### src/rtl/nihilist_stream_codec_pkg.sv
// ---------------------------------------------------------------------------
// nihilist_pkg
// Shared types, constants and lookup helpers for the Nihilist stream codec.
//   - state_e     : controller states (S_IDLE, S_KEY, S_RUN)
//   - lut_res_t   : {valid, value} result of a square lookup
//   - SQUARE      : 5x5 Polybius square, row-major (index = 5*(row-1)+(col-1))
//   - CODE_OF     : inverse of SQUARE, indexed by letter ('A'..'Z'), J -> I
//   - char_to_code: ASCII letter -> code 10*row+col
//   - code_to_char: code 10*row+col -> ASCII letter
// Build option: NIHILIST_CODEC_LOWER_EN folds lowercase a-z to uppercase
// before lookup; when undefined, lowercase letters are not valid characters.
// ---------------------------------------------------------------------------
package nihilist_pkg;

    typedef enum logic [1:0] {
        S_IDLE,
        S_KEY,
        S_RUN
    } state_e;

    typedef struct packed {
        logic       valid;
        logic [7:0] value;
    } lut_res_t;

    localparam logic [7:0] CODE_DIGIT_MIN = 8'd1;
    localparam logic [7:0] CODE_DIGIT_MAX = 8'd5;
    localparam logic [7:0] ERR_CHAR       = 8'h3F;

    // D A N I L / B C E F G / H K M O P / Q R S T U / V W X Y Z
    localparam logic [7:0] SQUARE [25] = '{
        8'h44, 8'h41, 8'h4E, 8'h49, 8'h4C,
        8'h42, 8'h43, 8'h45, 8'h46, 8'h47,
        8'h48, 8'h4B, 8'h4D, 8'h4F, 8'h50,
        8'h51, 8'h52, 8'h53, 8'h54, 8'h55,
        8'h56, 8'h57, 8'h58, 8'h59, 8'h5A
    };

    // Codes for 'A'..'Z'; J shares I's cell.
    localparam logic [7:0] CODE_OF [26] = '{
        8'd12, 8'd21, 8'd22, 8'd11, 8'd23, 8'd24, 8'd25, 8'd31, 8'd14,
        8'd14, 8'd32, 8'd15, 8'd33, 8'd13, 8'd34, 8'd35, 8'd41, 8'd42,
        8'd43, 8'd44, 8'd45, 8'd51, 8'd52, 8'd53, 8'd54, 8'd55
    };

    function automatic lut_res_t char_to_code(input logic [7:0] ch);
        lut_res_t   res;
        logic [7:0] up;
        logic [4:0] idx;
        res = '{valid: 1'b0, value: 8'h00};
        up  = ch;
`ifdef NIHILIST_CODEC_LOWER_EN
        if (ch >= 8'h61 && ch <= 8'h7A) begin
            up = ch - 8'h20;
        end
`endif
        idx = 5'(up - 8'h41);
        if (up >= 8'h41 && up <= 8'h5A) begin
            res.valid = 1'b1;
            res.value = CODE_OF[idx];
        end
        return res;
    endfunction

    function automatic lut_res_t code_to_char(input logic [7:0] code);
        lut_res_t   res;
        logic [7:0] tens;
        logic [7:0] ones;
        logic [4:0] pos;
        res  = '{valid: 1'b0, value: 8'h00};
        tens = code / 8'd10;
        ones = code % 8'd10;
        pos  = 5'((tens - CODE_DIGIT_MIN) * 8'd5 + (ones - CODE_DIGIT_MIN));
        if (tens >= CODE_DIGIT_MIN && tens <= CODE_DIGIT_MAX &&
            ones >= CODE_DIGIT_MIN && ones <= CODE_DIGIT_MAX) begin
            res.valid = 1'b1;
            res.value = SQUARE[pos];
        end
        return res;
    endfunction

endpackage

### src/rtl/nihilist_stream_codec_if.sv
// ---------------------------------------------------------------------------
// nihilist_stream_codec_if
// Handshake bundle of the Nihilist stream codec.
//   key channel : i_w_key_valid/char/last -> o_r_key_ready, o_r_key_err
//   in channel  : i_w_in_valid/data/last, i_w_mode -> o_r_in_ready
//   out channel : o_r_out_valid/data/last/err <- i_w_out_ready
//   status      : o_r_busy
// master = byte source/sink side, slave = codec.
// ---------------------------------------------------------------------------
interface nihilist_stream_codec_if;
    logic       i_w_mode;
    logic       i_w_key_valid;
    logic [7:0] i_w_key_char;
    logic       i_w_key_last;
    logic       o_r_key_ready;
    logic       o_r_key_err;
    logic       i_w_in_valid;
    logic [7:0] i_w_in_data;
    logic       i_w_in_last;
    logic       o_r_in_ready;
    logic       o_r_out_valid;
    logic [7:0] o_r_out_data;
    logic       o_r_out_last;
    logic       o_r_out_err;
    logic       i_w_out_ready;
    logic       o_r_busy;

    modport master (
        output i_w_mode, i_w_key_valid, i_w_key_char, i_w_key_last,
               i_w_in_valid, i_w_in_data, i_w_in_last, i_w_out_ready,
        input  o_r_key_ready, o_r_key_err, o_r_in_ready, o_r_out_valid,
               o_r_out_data, o_r_out_last, o_r_out_err, o_r_busy
    );

    modport slave (
        input  i_w_mode, i_w_key_valid, i_w_key_char, i_w_key_last,
               i_w_in_valid, i_w_in_data, i_w_in_last, i_w_out_ready,
        output o_r_key_ready, o_r_key_err, o_r_in_ready, o_r_out_valid,
               o_r_out_data, o_r_out_last, o_r_out_err, o_r_busy
    );
endinterface

### src/rtl/nihilist_stream_codec_polybius_lut.sv
// ---------------------------------------------------------------------------
// polybius_lut
// Combinational Polybius lookup in either direction.
//   i_dec   : 0 = ASCII letter -> code, 1 = code -> ASCII letter
//   i_value : letter or code
//   o_value : code or letter (0 when invalid)
//   o_valid : lookup succeeded
// ---------------------------------------------------------------------------
module polybius_lut
    import nihilist_pkg::*;
(
    input  logic       i_dec,
    input  logic [7:0] i_value,
    output logic [7:0] o_value,
    output logic       o_valid
);
    lut_res_t res;

    always_comb begin
        res     = i_dec ? code_to_char(i_value) : char_to_code(i_value);
        o_value = res.value;
        o_valid = res.valid;
    end
endmodule

### src/rtl/nihilist_stream_codec.sv
// ---------------------------------------------------------------------------
// nihilist_stream_codec
// Byte-serial Nihilist codec: serial key load, then per-byte encrypt
// (code + key code) or decrypt ((byte - key code) -> letter) against the
// repeating key, with valid/ready on input and a single registered output.
//   i_w_clk : clock
//   i_w_rst : synchronous active-high reset
//   bus     : nihilist_stream_codec_if.slave (key, in, out channels, busy)
// Parameters: P_KEY_MAX_LEN (max key characters), P_KIDX_W (key index width).
// Build option: NIHILIST_CODEC_LOWER_EN (lowercase accepted, see package).
// ---------------------------------------------------------------------------
module nihilist_stream_codec
    import nihilist_pkg::*;
#(
    parameter int P_KEY_MAX_LEN = 16,
    parameter int P_KIDX_W      = (P_KEY_MAX_LEN > 1) ? $clog2(P_KEY_MAX_LEN) : 1
) (
    input logic                    i_w_clk,
    input logic                    i_w_rst,
    nihilist_stream_codec_if.slave bus
);
    // key_len needs one extra bit so a full-length key is representable.
    localparam int               LEN_W   = P_KIDX_W + 1;
    localparam logic [LEN_W-1:0] MAX_LEN = LEN_W'(P_KEY_MAX_LEN);

    state_e                state_q, state_d;
    logic [LEN_W-1:0]      key_len_q, key_len_d;
    logic [P_KIDX_W-1:0]   kidx_q, kidx_d;
    logic                  mode_q, mode_d;
    logic                  last_seen_q, last_seen_d;
    logic                  key_err_q, key_err_d;
    logic                  out_valid_q, out_valid_d;
    logic [7:0]            out_data_q, out_data_d;
    logic                  out_last_q, out_last_d;
    logic                  out_err_q, out_err_d;

    logic [7:0]            key_mem_q [P_KEY_MAX_LEN];
    logic                  key_we;
    logic [P_KIDX_W-1:0]   key_wr_idx;

    logic                  key_ready, in_ready, key_acc, in_acc;
    logic [7:0]            key_code;
    logic                  key_char_ok;
    logic [LEN_W-1:0]      key_len_inc;
    logic                  eff_mode;
    logic [P_KIDX_W-1:0]   eff_kidx;
    logic [7:0]            k_code;
    logic [8:0]            diff;
    logic [7:0]            lut_value, lut_in;
    logic                  lut_ok;
    logic [7:0]            res_data;
    logic                  res_ok;

    function automatic logic [P_KIDX_W-1:0] next_kidx(input logic [P_KIDX_W-1:0] idx,
                                                      input logic [LEN_W-1:0]    len);
        logic [LEN_W-1:0] inc;
        inc = {1'b0, idx} + LEN_W'(1);
        return (inc >= len) ? '0 : inc[P_KIDX_W-1:0];
    endfunction

    polybius_lut u_key_lut (
        .i_dec   (1'b0),
        .i_value (bus.i_w_key_char),
        .o_value (key_code),
        .o_valid (key_char_ok)
    );

    // Handshake readiness. In S_IDLE a pending key character wins over a
    // message byte; in S_RUN the output stage frees up in the same cycle it
    // is consumed, giving full throughput.
    always_comb begin
        key_ready = (state_q != S_RUN);
        in_ready  = 1'b0;
        case (state_q)
            S_IDLE:  in_ready = (key_len_q != '0) && !bus.i_w_key_valid;
            S_RUN:   in_ready = !last_seen_q && (!out_valid_q || bus.i_w_out_ready);
            default: in_ready = 1'b0;
        endcase
    end

    assign key_acc = bus.i_w_key_valid && key_ready;
    assign in_acc  = bus.i_w_in_valid && in_ready;

    // The first byte of a message is accepted in S_IDLE, so it uses the live
    // mode input and key index 0; later bytes use the latched values.
    assign eff_mode = (state_q == S_IDLE) ? bus.i_w_mode : mode_q;
    assign eff_kidx = (state_q == S_IDLE) ? '0 : kidx_q;
    assign k_code   = key_mem_q[eff_kidx];
    assign diff     = {1'b0, bus.i_w_in_data} - {1'b0, k_code};
    assign lut_in   = eff_mode ? bus.i_w_in_data : diff[7:0];

    polybius_lut u_data_lut (
        .i_dec   (!eff_mode),
        .i_value (lut_in),
        .o_value (lut_value),
        .o_valid (lut_ok)
    );

    always_comb begin
        if (eff_mode) begin
            res_ok   = lut_ok;
            res_data = lut_ok ? lut_value + k_code : 8'h00;
        end else begin
            // A negative difference can alias to a legal code in its low byte.
            res_ok   = lut_ok && !diff[8];
            res_data = res_ok ? lut_value : ERR_CHAR;
        end
    end

    assign key_len_inc = key_len_q + LEN_W'(key_char_ok);

    // NOTE: every signal assigned here gets a default first so no path
    // leaves it unassigned, which would otherwise infer a latch.
    always_comb begin
        state_d     = state_q;
        key_len_d   = key_len_q;
        kidx_d      = kidx_q;
        mode_d      = mode_q;
        last_seen_d = last_seen_q;
        key_err_d   = key_err_q;
        out_valid_d = out_valid_q;
        out_data_d  = out_data_q;
        out_last_d  = out_last_q;
        out_err_d   = out_err_q;
        key_we      = 1'b0;
        key_wr_idx  = key_len_q[P_KIDX_W-1:0];

        if (bus.i_w_out_ready) begin
            out_valid_d = 1'b0;
        end
        if (in_acc) begin
            out_valid_d = 1'b1;
            out_data_d  = res_data;
            out_last_d  = bus.i_w_in_last;
            out_err_d   = !res_ok;
        end

        case (state_q)
            S_IDLE: begin
                if (key_acc) begin
                    // A new load restarts the key and clears the error flag.
                    key_err_d  = !key_char_ok;
                    key_len_d  = LEN_W'(key_char_ok);
                    key_we     = key_char_ok;
                    key_wr_idx = '0;
                    if (!(bus.i_w_key_last || (key_char_ok && MAX_LEN == LEN_W'(1)))) begin
                        state_d = S_KEY;
                    end
                end else if (in_acc) begin
                    state_d     = S_RUN;
                    mode_d      = bus.i_w_mode;
                    last_seen_d = bus.i_w_in_last;
                    kidx_d      = next_kidx('0, key_len_q);
                end
            end
            S_KEY: begin
                if (key_acc) begin
                    key_we    = key_char_ok;
                    key_len_d = key_len_inc;
                    if (!key_char_ok) begin
                        key_err_d = 1'b1;
                    end
                    if (bus.i_w_key_last || key_len_inc == MAX_LEN) begin
                        state_d = S_IDLE;
                    end
                end
            end
            S_RUN: begin
                if (in_acc) begin
                    last_seen_d = bus.i_w_in_last;
                    kidx_d      = next_kidx(kidx_q, key_len_q);
                end
                if (out_valid_q && bus.i_w_out_ready && out_last_q) begin
                    state_d     = S_IDLE;
                    last_seen_d = 1'b0;
                end
            end
            default: state_d = S_IDLE;
        endcase
    end

    // NOTE: state is updated with non-blocking assignments so every flop
    // samples the pre-edge values regardless of statement order.
    always_ff @(posedge i_w_clk) begin
        if (i_w_rst) begin
            state_q     <= S_IDLE;
            key_len_q   <= '0;
            kidx_q      <= '0;
            mode_q      <= 1'b0;
            last_seen_q <= 1'b0;
            key_err_q   <= 1'b0;
            out_valid_q <= 1'b0;
            out_data_q  <= 8'h00;
            out_last_q  <= 1'b0;
            out_err_q   <= 1'b0;
        end else begin
            state_q     <= state_d;
            key_len_q   <= key_len_d;
            kidx_q      <= kidx_d;
            mode_q      <= mode_d;
            last_seen_q <= last_seen_d;
            key_err_q   <= key_err_d;
            out_valid_q <= out_valid_d;
            out_data_q  <= out_data_d;
            out_last_q  <= out_last_d;
            out_err_q   <= out_err_d;
        end
    end

    // NOTE: key storage has no reset; key_len = 0 after reset marks every
    // entry as unused, so its contents are never observed.
    always_ff @(posedge i_w_clk) begin
        if (key_we) begin
            key_mem_q[key_wr_idx] <= key_code;
        end
    end

    assign bus.o_r_key_ready = key_ready;
    assign bus.o_r_key_err   = key_err_q;
    assign bus.o_r_in_ready  = in_ready;
    assign bus.o_r_out_valid = out_valid_q;
    assign bus.o_r_out_data  = out_data_q;
    assign bus.o_r_out_last  = out_last_q;
    assign bus.o_r_out_err   = out_err_q;
    assign bus.o_r_busy      = (state_q != S_IDLE);
endmodule

### src/flat_wrapper.sv
// flat-port wrapper written by rule: the top's interface ports become plain ports
module nihilist_stream_codec_flat import nihilist_pkg::*;
#(
    parameter int P_KEY_MAX_LEN = 16,
    parameter int P_KIDX_W      = (P_KEY_MAX_LEN > 1) ? $clog2(P_KEY_MAX_LEN) : 1
)
  (i_w_clk, i_w_rst, bus_i_w_mode, bus_i_w_key_valid, bus_i_w_key_char, bus_i_w_key_last, bus_i_w_in_valid, bus_i_w_in_data, bus_i_w_in_last, bus_i_w_out_ready, bus_o_r_key_ready, bus_o_r_key_err, bus_o_r_in_ready, bus_o_r_out_valid, bus_o_r_out_data, bus_o_r_out_last, bus_o_r_out_err, bus_o_r_busy);
  nihilist_stream_codec_if bus_i ();
  input logic i_w_clk;
  input logic i_w_rst;
  input wire logic [$bits(bus_i.i_w_mode)-1:0] bus_i_w_mode;
  input wire logic [$bits(bus_i.i_w_key_valid)-1:0] bus_i_w_key_valid;
  input wire logic [$bits(bus_i.i_w_key_char)-1:0] bus_i_w_key_char;
  input wire logic [$bits(bus_i.i_w_key_last)-1:0] bus_i_w_key_last;
  input wire logic [$bits(bus_i.i_w_in_valid)-1:0] bus_i_w_in_valid;
  input wire logic [$bits(bus_i.i_w_in_data)-1:0] bus_i_w_in_data;
  input wire logic [$bits(bus_i.i_w_in_last)-1:0] bus_i_w_in_last;
  input wire logic [$bits(bus_i.i_w_out_ready)-1:0] bus_i_w_out_ready;
  output wire logic [$bits(bus_i.o_r_key_ready)-1:0] bus_o_r_key_ready;
  output wire logic [$bits(bus_i.o_r_key_err)-1:0] bus_o_r_key_err;
  output wire logic [$bits(bus_i.o_r_in_ready)-1:0] bus_o_r_in_ready;
  output wire logic [$bits(bus_i.o_r_out_valid)-1:0] bus_o_r_out_valid;
  output wire logic [$bits(bus_i.o_r_out_data)-1:0] bus_o_r_out_data;
  output wire logic [$bits(bus_i.o_r_out_last)-1:0] bus_o_r_out_last;
  output wire logic [$bits(bus_i.o_r_out_err)-1:0] bus_o_r_out_err;
  output wire logic [$bits(bus_i.o_r_busy)-1:0] bus_o_r_busy;
  assign bus_i.i_w_mode = bus_i_w_mode;
  assign bus_i.i_w_key_valid = bus_i_w_key_valid;
  assign bus_i.i_w_key_char = bus_i_w_key_char;
  assign bus_i.i_w_key_last = bus_i_w_key_last;
  assign bus_i.i_w_in_valid = bus_i_w_in_valid;
  assign bus_i.i_w_in_data = bus_i_w_in_data;
  assign bus_i.i_w_in_last = bus_i_w_in_last;
  assign bus_i.i_w_out_ready = bus_i_w_out_ready;
  assign bus_o_r_key_ready = bus_i.o_r_key_ready;
  assign bus_o_r_key_err = bus_i.o_r_key_err;
  assign bus_o_r_in_ready = bus_i.o_r_in_ready;
  assign bus_o_r_out_valid = bus_i.o_r_out_valid;
  assign bus_o_r_out_data = bus_i.o_r_out_data;
  assign bus_o_r_out_last = bus_i.o_r_out_last;
  assign bus_o_r_out_err = bus_i.o_r_out_err;
  assign bus_o_r_busy = bus_i.o_r_busy;
  nihilist_stream_codec #(.P_KEY_MAX_LEN(P_KEY_MAX_LEN), .P_KIDX_W(P_KIDX_W)) u_core (.i_w_clk(i_w_clk), .i_w_rst(i_w_rst), .bus(bus_i));
endmodule
### config.mk
export PLATFORM = sky130hd
export DESIGN_NAME = nihilist_stream_codec_flat
export DESIGN_NICKNAME = d
export VERILOG_FILES = /design/src/rtl/nihilist_stream_codec_pkg.sv /design/src/rtl/nihilist_stream_codec_if.sv /design/src/rtl/nihilist_stream_codec_polybius_lut.sv /design/src/rtl/nihilist_stream_codec.sv /design/src/flat_wrapper.sv
export SDC_FILE = /design/constraint.sdc
export NUM_CORES = 1
export LEC_CHECK = 0
export CAP_MARGIN = 15
export CORE_AREA = 2 2 141 143
export CTS_CLUSTER_DIAMETER = 40
export DETAILED_ROUTE_END_ITERATION = 8
export DIE_AREA = 0 0 143 145
export DONT_BUFFER_PORTS = 1
export GPL_TIMING_DRIVEN = 1
export PLACE_DENSITY = 0.6
export SETUP_SLACK_MARGIN = 0.02
export SYNTH_ARGS = -nofsm -noshare
export SYNTH_HDL_FRONTEND = slang
export SYNTH_SLANG_ARGS = --single-unit
### constraint.sdc
create_clock -name i_w_clk -period 15.1 [get_ports i_w_clk]
set_input_delay 0.755 -clock i_w_clk [delete_from_list [all_inputs] [get_ports i_w_clk]]
set_output_delay 0.755 -clock i_w_clk [all_outputs]
set_load 0.02 [all_outputs]
==> metrics.txt, run 1 <==
outcome=completed; Final Non-Filler Cells=around 1,100; total area of sequential cells=3380 sq um; # hold bufs at CTS=0; remaining antenna violation count=0; vias after detailed routing=roughly 6,900; Crit. End Element=register; die width=about 140 microns; unrepaired setup endpoints after global routing=no; Port-buffer cells=0; CTS Buf Count=17; Worst EP required=15,460 ps; fmax=between 80 and 90 MHz; Yosys reg bits=121; vias in the first global route=6,527; # resized after CTS=0; vias per cell=~6; critical path's top delay family=compound AO/OA/AOI/OAI gates; max cap viols=0; startpoint types=register; share of layout cells above drive strength 1=8.40%; Clock Sinks=121; clk buf depth=2; ys flop type=edfxtp_1; gr usage total=21.2%; clk_lat worst skew=around 410 ps; gp weighted congestion=0.942; Hold Path Class=in -> reg; number of fill cells=1,759; NetSw=0.858 mW; crit share post-route=just over 80%; internal power=1.10 mW; Core ar.=19,200 sq um; Pins Over Slew Limit=0; grt ovf=0; WL per Instance=~19 microns; initial antenna violation count=0; Yosys Warn Count=0; routed wire length=between 20 and 25 mm; CTS tree=done; DRC=0; Power Total=about 2 mW; TNS Setup=0 ps; Final nets=949; Worst-Margin Slew=~1100 ps; footprint of the multi-input gates=4750 sq um; DPL Wire Length=between 15 and 20 mm; sw frac=43.8%; Leak=3.44 nW; die area=20,700 sq um; Initial Utilization=44.1%; crit-path max cell delay=just over 700 ps; pre-CTS WS=~2700 ps; # placed instances=1,112; Hold Violations, Final=0; final setup vio count=0; WS Path Type=reg -> reg; critical path fanouts, max=18; Flop pwr share=18.8%; number of I/O pins=39; fin worst setup slack=roughly 2600 ps; Clock Skew=8.23 ps; row count=just over 50; cell mode on critical path=nand2_1; die height=145 microns; CTS root buffer=clkbuf_16; Max VDD drop=0.000263 V; combinational share of power=60.9%; Syn Area/Cell=9.58 sq um; depth of the CTS H-tree=4; first-pass GRT wire length=between 30 and 40 mm; minimum hold slack=412 ps; DRT iter0 DRCs=~630; power per cell area=211 nW/um^2; clock-pin slew on the worst setup and hold paths=50 ps; Post-synth EDFFs=96; drt first pass iters=6; Netlist cell types=84; slew margin rel.=28.5%; Syn-to-layout area delta=9.82%; syn nets=between 900 and 1,000; worst path arrival time=12,810 ps; share of power burned in the clock network=20.3%; min Tclk post-route=between 10,000 and 15,000 ps; post-CTS setup buffers=0; Buf/Inv on CP=5; largest net degree at the start of global routing=33; cell area after synthesis=8470 sq um; CP max-delay cell=o31ai_4; register area share after synthesis=39.9%; Antenna diodes=0; cell count after synthesis=884; share of synthesized registers carrying an async set or reset=0%
Yosys cell counts, drive strengths merged, types with 12 or more instances:
cell type	number	area, sq um
edfxtp	96	2880
nor2	84	325
nand2	65	244
a21oi	57	289
o21ai	57	289
ha	51	638
inv	38	143
mux2i	38	380
clkbuf	35	131
nand3	30	150
nor3	30	150
xnor2	29	254
dfxtp	25	500
buf	13	72.6
a21o	12	90.1
mux2	12	139
o22ai	12	75.1
power groups by stage:
stage               logic [mW]  registers (mW)  clock network (mW)
floorplan                0.990           0.373                   0
global placement          1.18           0.375                   0
detailed placement        1.19           0.375                   0
CTS                       1.20           0.369               0.402
global route              1.34           0.369               0.417
finish                    1.20           0.369               0.397
final timing paths:
kind              depth (start not counted)  slack, ps               start                          to
setup / recovery                         48       2640   u_core.state_q[0]  u_core.bus.o_r_out_data[4]
hold / removal                            1        410             i_w_rst            u_core.kidx_q[1]
setup reg to reg                         48       2640   u_core.state_q[0]  u_core.bus.o_r_out_data[4]
hold reg to reg                           2        480  u_core.last_seen_q          u_core.last_seen_q
cell usage in the layout, fill, tap and decap left out, drive strengths merged, types with 10 or more instances in the layout:
| master | instances |
|---|---|
| edfxtp | 96 |
| o22ai | 12 |
| nor3 | 30 |
| inv | 38 |
| a221oi | 11 |
| a31oi | 11 |
| ha | 51 |
| nor2 | 84 |
| nand2 | 65 |
| nand3 | 30 |
| mux2 | 12 |
| a21o | 12 |
| nand2b | 11 |
| clkbuf | 19 |
| a21oi | 57 |
| mux2i | 38 |
| a221o | 10 |
| xnor2 | 29 |
| dfxtp | 25 |
| buf | 14 |
| o21ai | 57 |
per-layer routing:
layer	share of wire, %	global-route usage (%)	vias up
li1	-	-	3318
met1	44	28.2	3305
met2	48	34.8	206
met3	5.6	4.13	43
met4	2.4	6.63	0
met5	0	0	-
metrics by stage:
stage                     util, %  instance area [sq um]
final                        48.4                   9300
after global routing         48.4                   9300
after CTS                    48.3                   9280
after detailed placement     45.3                   8690
after global placement       45.3                   8690
after floorplan                 -                   8470
cell families after synthesis:
| kind of cell | count (synthesis) | share of synthesized area (%) |
|---|---|---|
| AOI/OAI and AO/OA | 258 | 21.6 |
| xor gates and xnor gates | 36 | 3.89 |
| adders and majority gates | 58 | 8.95 |
| buffers and inverters | 86 | 4.09 |
| DFF | 121 | 39.9 |
| muxes | 50 | 6.13 |
| and+or+nand+nor | 275 | 15.4 |
cell type report:
cell class	count	area share, %
clock buffer	19	4.65
clock inverter	12	1.64
tap	265	3.56
sequential	121	36.4
inverter	38	1.53
multi-input combinational	677	51.1
timing repair buffer	14	1.14
sequential cells by signal, summed over array words and instances (netlist names):
name / count
u_core.mode_q: 1
u_core.bus.o_r_out_last: 1
u_core.state_q: 2
u_core.key_len_q: 5
u_core.last_seen_q: 1
u_core.bus.o_r_key_err: 1
u_core.bus.o_r_out_data: 8
u_core.bus.o_r_out_err: 1
u_core.bus.o_r_out_valid: 1
u_core.key_mem_q: 96
u_core.kidx_q: 4
Power figures use the tool's default switching activity.
==> inputs of run 2 (changes only) <==
clock period = 12.9 ns   (was 15.1 ns; I/O delays follow)
==> run 2 against run 1 <==
  * Combinational power increased by 18%
  * Critical path depth unchanged
  * Non-clock buffer count increased by 5
  * Sequential power increased by 17%
  * Sequential share of layout area about the same
  * Worst hold slack got worse by 110 ps
  * Core utilization about the same
  * Largest power group unchanged
==> metrics.txt, run 2 (synthesized netlist as in run 1, its figures left out) <==
slew margin rel.=21.3%; DRT iter0 DRCs=636; clock-pin slew on the worst setup and hold paths=50 ps; Crit. End Element=register; first-pass GRT wire length=34.6 mm; remaining antenna violation count=0; initial antenna violation count=0; gr usage total=21.0%; Hold Path Class=in -> reg; DPL Wire Length=15.5 mm; gp weighted congestion=around 0.96; Worst EP required=13,260 ps; number of fill cells=1,781; min Tclk post-route=11,760 ps; most frequent cells in the layout=edfxtp_1 (96), nor2_1 (82), nand2_1 (64); clk buf depth=2; Antenna diodes=0; Clock Skew=8.67 ps; grt ovf=0; critical path fanouts, max=20; r2r worst-path depth=48; clk_lat worst skew=420 ps; Worst-Margin Slew=1180 ps; drt first pass iters=5; CP max-delay cell=o21a_1; WHS Path Cells=1; Port-buffer cells=0; die area=20,700 sq um; share of layout cells above drive strength 1=9.37%; depth of the CTS H-tree=4; power per cell area=244 nW/um^2; Leak=3.45 nW; Initial Utilization=44.1%; die width=143 microns; WS Path Type=reg -> reg; startpoint types=register; outcome=completed; Core ar.=~19,000 sq um; footprint of the multi-input gates=4750 sq um; number of flip-flops in the largest register=96; Power Total=2.28 mW; largest net degree at the start of global routing=32; final setup vio count=0; worst path arrival time=12,110 ps; number of I/O pins=39; Post-Place Cell Area=8730 sq um; most common cell after layout, fill and taps aside=edfxtp_1; max cap viols=0; Max VDD drop=0.000306 V; # hold bufs at CTS=0; WL per Instance=18.8 microns; unrepaired setup endpoints after global routing=no; cell mode on critical path=nand2_1; Clock Sinks=121; Largest Register=u_core.key_mem_q; Syn-to-layout area delta=9.93%; CTS Buf Count=17; crit-path max cell delay=650 ps; CTS root buffer=clkbuf_16; row count=51; vias in the first global route=6,373; Pins Over Slew Limit=0; die height=145 microns; crit share post-route=around nine tenths; vias per cell=5.98; fmax=85.1 MHz; DRC=0; total area of sequential cells=between 3000 and 4000 sq um; Final nets=approximately 950; final core utilization=48.5%; CTS tree=done; routed wire length=~22 mm; minimum hold slack=~300 ps; Final Cell Area=9310 sq um; Hold Violations, Final=0; TNS Setup=0 ps; vias after detailed routing=6,887
run 2: final cells by class:
class / instances / share of cell area, %
clock inverters: 13 / 1.32
well taps: 265 / 3.56
clock buffers: 18 / 4.61
inverters: 38 / 1.53
flip-flops and latches: 121 / 36.3
repair buffers: 19 / 1.57
multi-input cells: 677 / 51.1
run 2: layer usage:
metal | routed length, microns | share of wire (%) | global-route usage, %
met5 | 0 | 0 | 0
met3 | 1150 | 5.3 | 3.86
met4 | 311 | 1.4 | 4.60
met2 | 10300 | 48 | 34.0
met1 | 9860 | 46 | 29.4
run 2: path summary, 6_finish.rpt:
path / start / end / slack [ps]
worst max-delay path: u_core.state_q[1] / u_core.bus.o_r_out_data[4] / 1140
worst min-delay path: i_w_rst / u_core.bus.o_r_out_valid / 300
worst max register to register: u_core.state_q[1] / u_core.bus.o_r_out_data[4] / 1140
worst min register to register: u_core.last_seen_q / u_core.last_seen_q / 480
run 2: power breakdown:
group,switching (mW),internal [mW],leakage [nW]
Clock,0.173,0.265,0.259
Combinational,0.836,0.572,2.11
Sequential,0.00749,0.423,1.08
run 2: timing repair:
item | 4_1_cts | 5_1_grt
buffers inserted | 0 | 2
resized for setup | 0 | 1
hold endpoints to repair | 0 | 0
endpoints found under the setup margin | 0 | 4
run 2: stage by stage:
step | cells | setup slack [ps]
floorplan | 884 | 1980
global placement | 1117 | 1020
detailed placement | 1117 | 832
CTS | 1148 | 809
global route | 1151 | 102
finish | 1151 | 1140
run 2: critical path, delay by kind of cell (launching register included):
kind                     cells  cell delay [ps]
adder cells (fa/ha/maj)      7             2340
multiplexers                 1              330
XOR/XNOR                     6              970
buffers and inverters        5              630
flip-flops                   1              540
AND/OR/NAND/NOR             10             1940
AO/OA/AOI/OAI               19             4910
==> inputs of run 3 (changes only) <==
CORE_AREA = 2 2 188 190   (was 2 2 141 143)
DIE_AREA = 0 0 190 192   (was 0 0 143 145)
PLACE_DENSITY = 0.39   (was 0.6)
==> run 3 against run 2 <==
  * First-iteration DRC count down 11%
  * Sequential share of layout area down 1.4 points
  * Via count down 0.84%
  * Wire length up 19%
  * Sequential cell count unchanged
  * Worst hold slack worse by 5.1 ps
  * Register-to-register slack better by 60 ps
  * Final area up 3.9%
  * Setup slack better by 61 ps
  * Die area up 76%
  * Core utilization down 20 points
  * Non-clock buffer count up 6
  * Critical path type unchanged
==> metrics.txt, run 3 (synthesized netlist as in run 1, its figures left out) <==
largest net degree at the start of global routing=31; vias in the first global route=6,689; startpoint types=register; outcome=completed; depth of the CTS H-tree=4; DRT iter0 DRCs=563; Antenna diodes=0; Core ar.=34,300 sq um; power per cell area=243 nW/um^2; CTS root buffer=clkbuf_16; number of I/O pins=39; Max VDD drop=0.000220 V; Worst-Margin Slew=roughly 1100 ps; die width=190 microns; cell mode on critical path=ha_1; Pins Over Slew Limit=0; critical path fanouts, max=17; share of layout cells above drive strength 1=10.3%; die area=36,500 sq um; clk buf depth=2; crit share post-route=between 90 and 100%; CTS tree=done; Port-buffer cells=0; Worst R2R Start=u_core.state_q[1]; WS Path Type=reg -> reg; CTS Buf Count=17; row count=between 60 and 70; crit-path max cell delay=550 ps; max cap viols=0; WL per Instance=about 19 microns; vias after detailed routing=between 6,000 and 7,000; slew margin rel.=26.4%; r2r worst-path depth=49; fmax=85.5 MHz; CP max-delay cell=dfxtp_1; remaining antenna violation count=0; most frequent cells in the layout=edfxtp_1 (96), nor2_1 (82), nand2_1 (63); DPL Wire Length=roughly 19 mm; Largest Register=u_core.key_mem_q; Initial Utilization=24.7%; R2R Setup Slk=1200 ps; pre-CTS WS=between 400 and 500 ps; most common cell after layout, fill and taps aside=edfxtp_1; vias per cell=5.07; clock-pin slew on the worst setup and hold paths=50 ps; Hold Path Class=in -> reg; first-pass GRT wire length=just over 40 mm; grt ovf=0; DRC=0; Critical path origin=u_core.state_q[1]; initial antenna violation count=0; gp weighted congestion=about 0.81; drt first pass iters=5; worst path arrival time=12,060 ps; reg-to-reg endpoint=u_core.bus.o_r_out_data[4]; Worst Setup EP=u_core.bus.o_r_out_data[4]; fin worst setup slack=1200 ps; Crit. End Element=register; Leak=3.52 nW; Clock Sinks=121; Hold Violations, Final=0; Final nets=960; die height=192 microns; gr usage total=14.6%; number of flip-flops in the largest register=96; routed wire length=25.9 mm; min Tclk post-route=11,700 ps; Worst EP required=approximately 13,000 ps; unrepaired setup endpoints after global routing=no; clk_lat worst skew=about 420 ps; final setup vio count=0; TNS Setup=0 ps; Syn-to-layout area delta=14.2%; Clock Skew=10.1 ps
-- run 3: cell count changes in the layout (fill, tap and decap cells not counted), sizes merged --
cell      before  now
inv           41   40
clkinvlp       4    1
buf           19   25
bufinv         1    3
clkinv         5    8
-- run 3: metal layers --
metal | track usage [%] | share of wire, % | up-vias
met5 | 0 | 0 | -
met1 | 19.0 | 46 | 3308
li1 | - | - | 3346
met2 | 24.7 | 48 | 159
met3 | 2.70 | 5.0 | 16
met4 | 3.97 | 0.98 | 0
-- run 3: layout make-up --
type,instances,area [sq um]
fillers,3620,24600
clock inverters,14,171
multi-input cells,677,4770
repair buffers,25,204
well taps,455,569
clock buffers,18,429
flip-flops and latches,121,3380
inverters,38,143
-- run 3: worst max-delay path, delay by kind of cell (launching register included) --
| kind | cells | cell delay [ps] |
|---|---|---|
| AND/OR/NAND/NOR | 8 | 1730 |
| XOR/XNOR | 5 | 770 |
| buffers and inverters | 6 | 890 |
| adder cells (fa/ha/maj) | 8 | 2600 |
| multiplexers | 2 | 370 |
| AO/OA/AOI/OAI | 20 | 4710 |
| flip-flops | 1 | 550 |
-- run 3: metrics by stage --
stage	utilization, %	hold WS, ps	total power, mW	cells	area [sq um]
4_1_cts	28.1	268	2.37	1345	9630
3_3_place_gp	26.3	483	1.87	1312	9020
6_report	28.2	294	2.35	1348	9670
3_5_place_dp	26.3	489	1.87	1313	9030
2_1_floorplan	-	445	1.60	884	8470
5_1_grt	28.2	280	2.55	1348	9670
-- run 3: timing repair --
action	CTS	global route
buffers inserted	0	3
gates resized for setup	0	6
hold buffers	0	0
endpoints found under the hold margin	0	0
setup endpoints to repair	0	6
-- run 3: how the worst min path moves through the flow --
stage / start / end / slack [ps] / cells past startpoint
global route: i_w_rst / u_core.bus.o_r_out_err / 280 / 1
global placement: u_core.last_seen_q / u_core.last_seen_q / 480 / 2
CTS: i_w_rst / u_core.key_len_q[1] / 270 / 1
floorplan: u_core.last_seen_q / u_core.last_seen_q / 440 / 2
detailed placement: u_core.last_seen_q / u_core.last_seen_q / 490 / 2
finish: i_w_rst / u_core.bus.o_r_out_err / 290 / 1
-- run 3: report_power, final --
group	switching, mW	total (mW)	internal, mW	leakage, nW
clock	0.182	0.486	0.304	0.290
combinational	0.860	1.44	0.576	2.16
sequential	0.00787	0.431	0.423	1.08
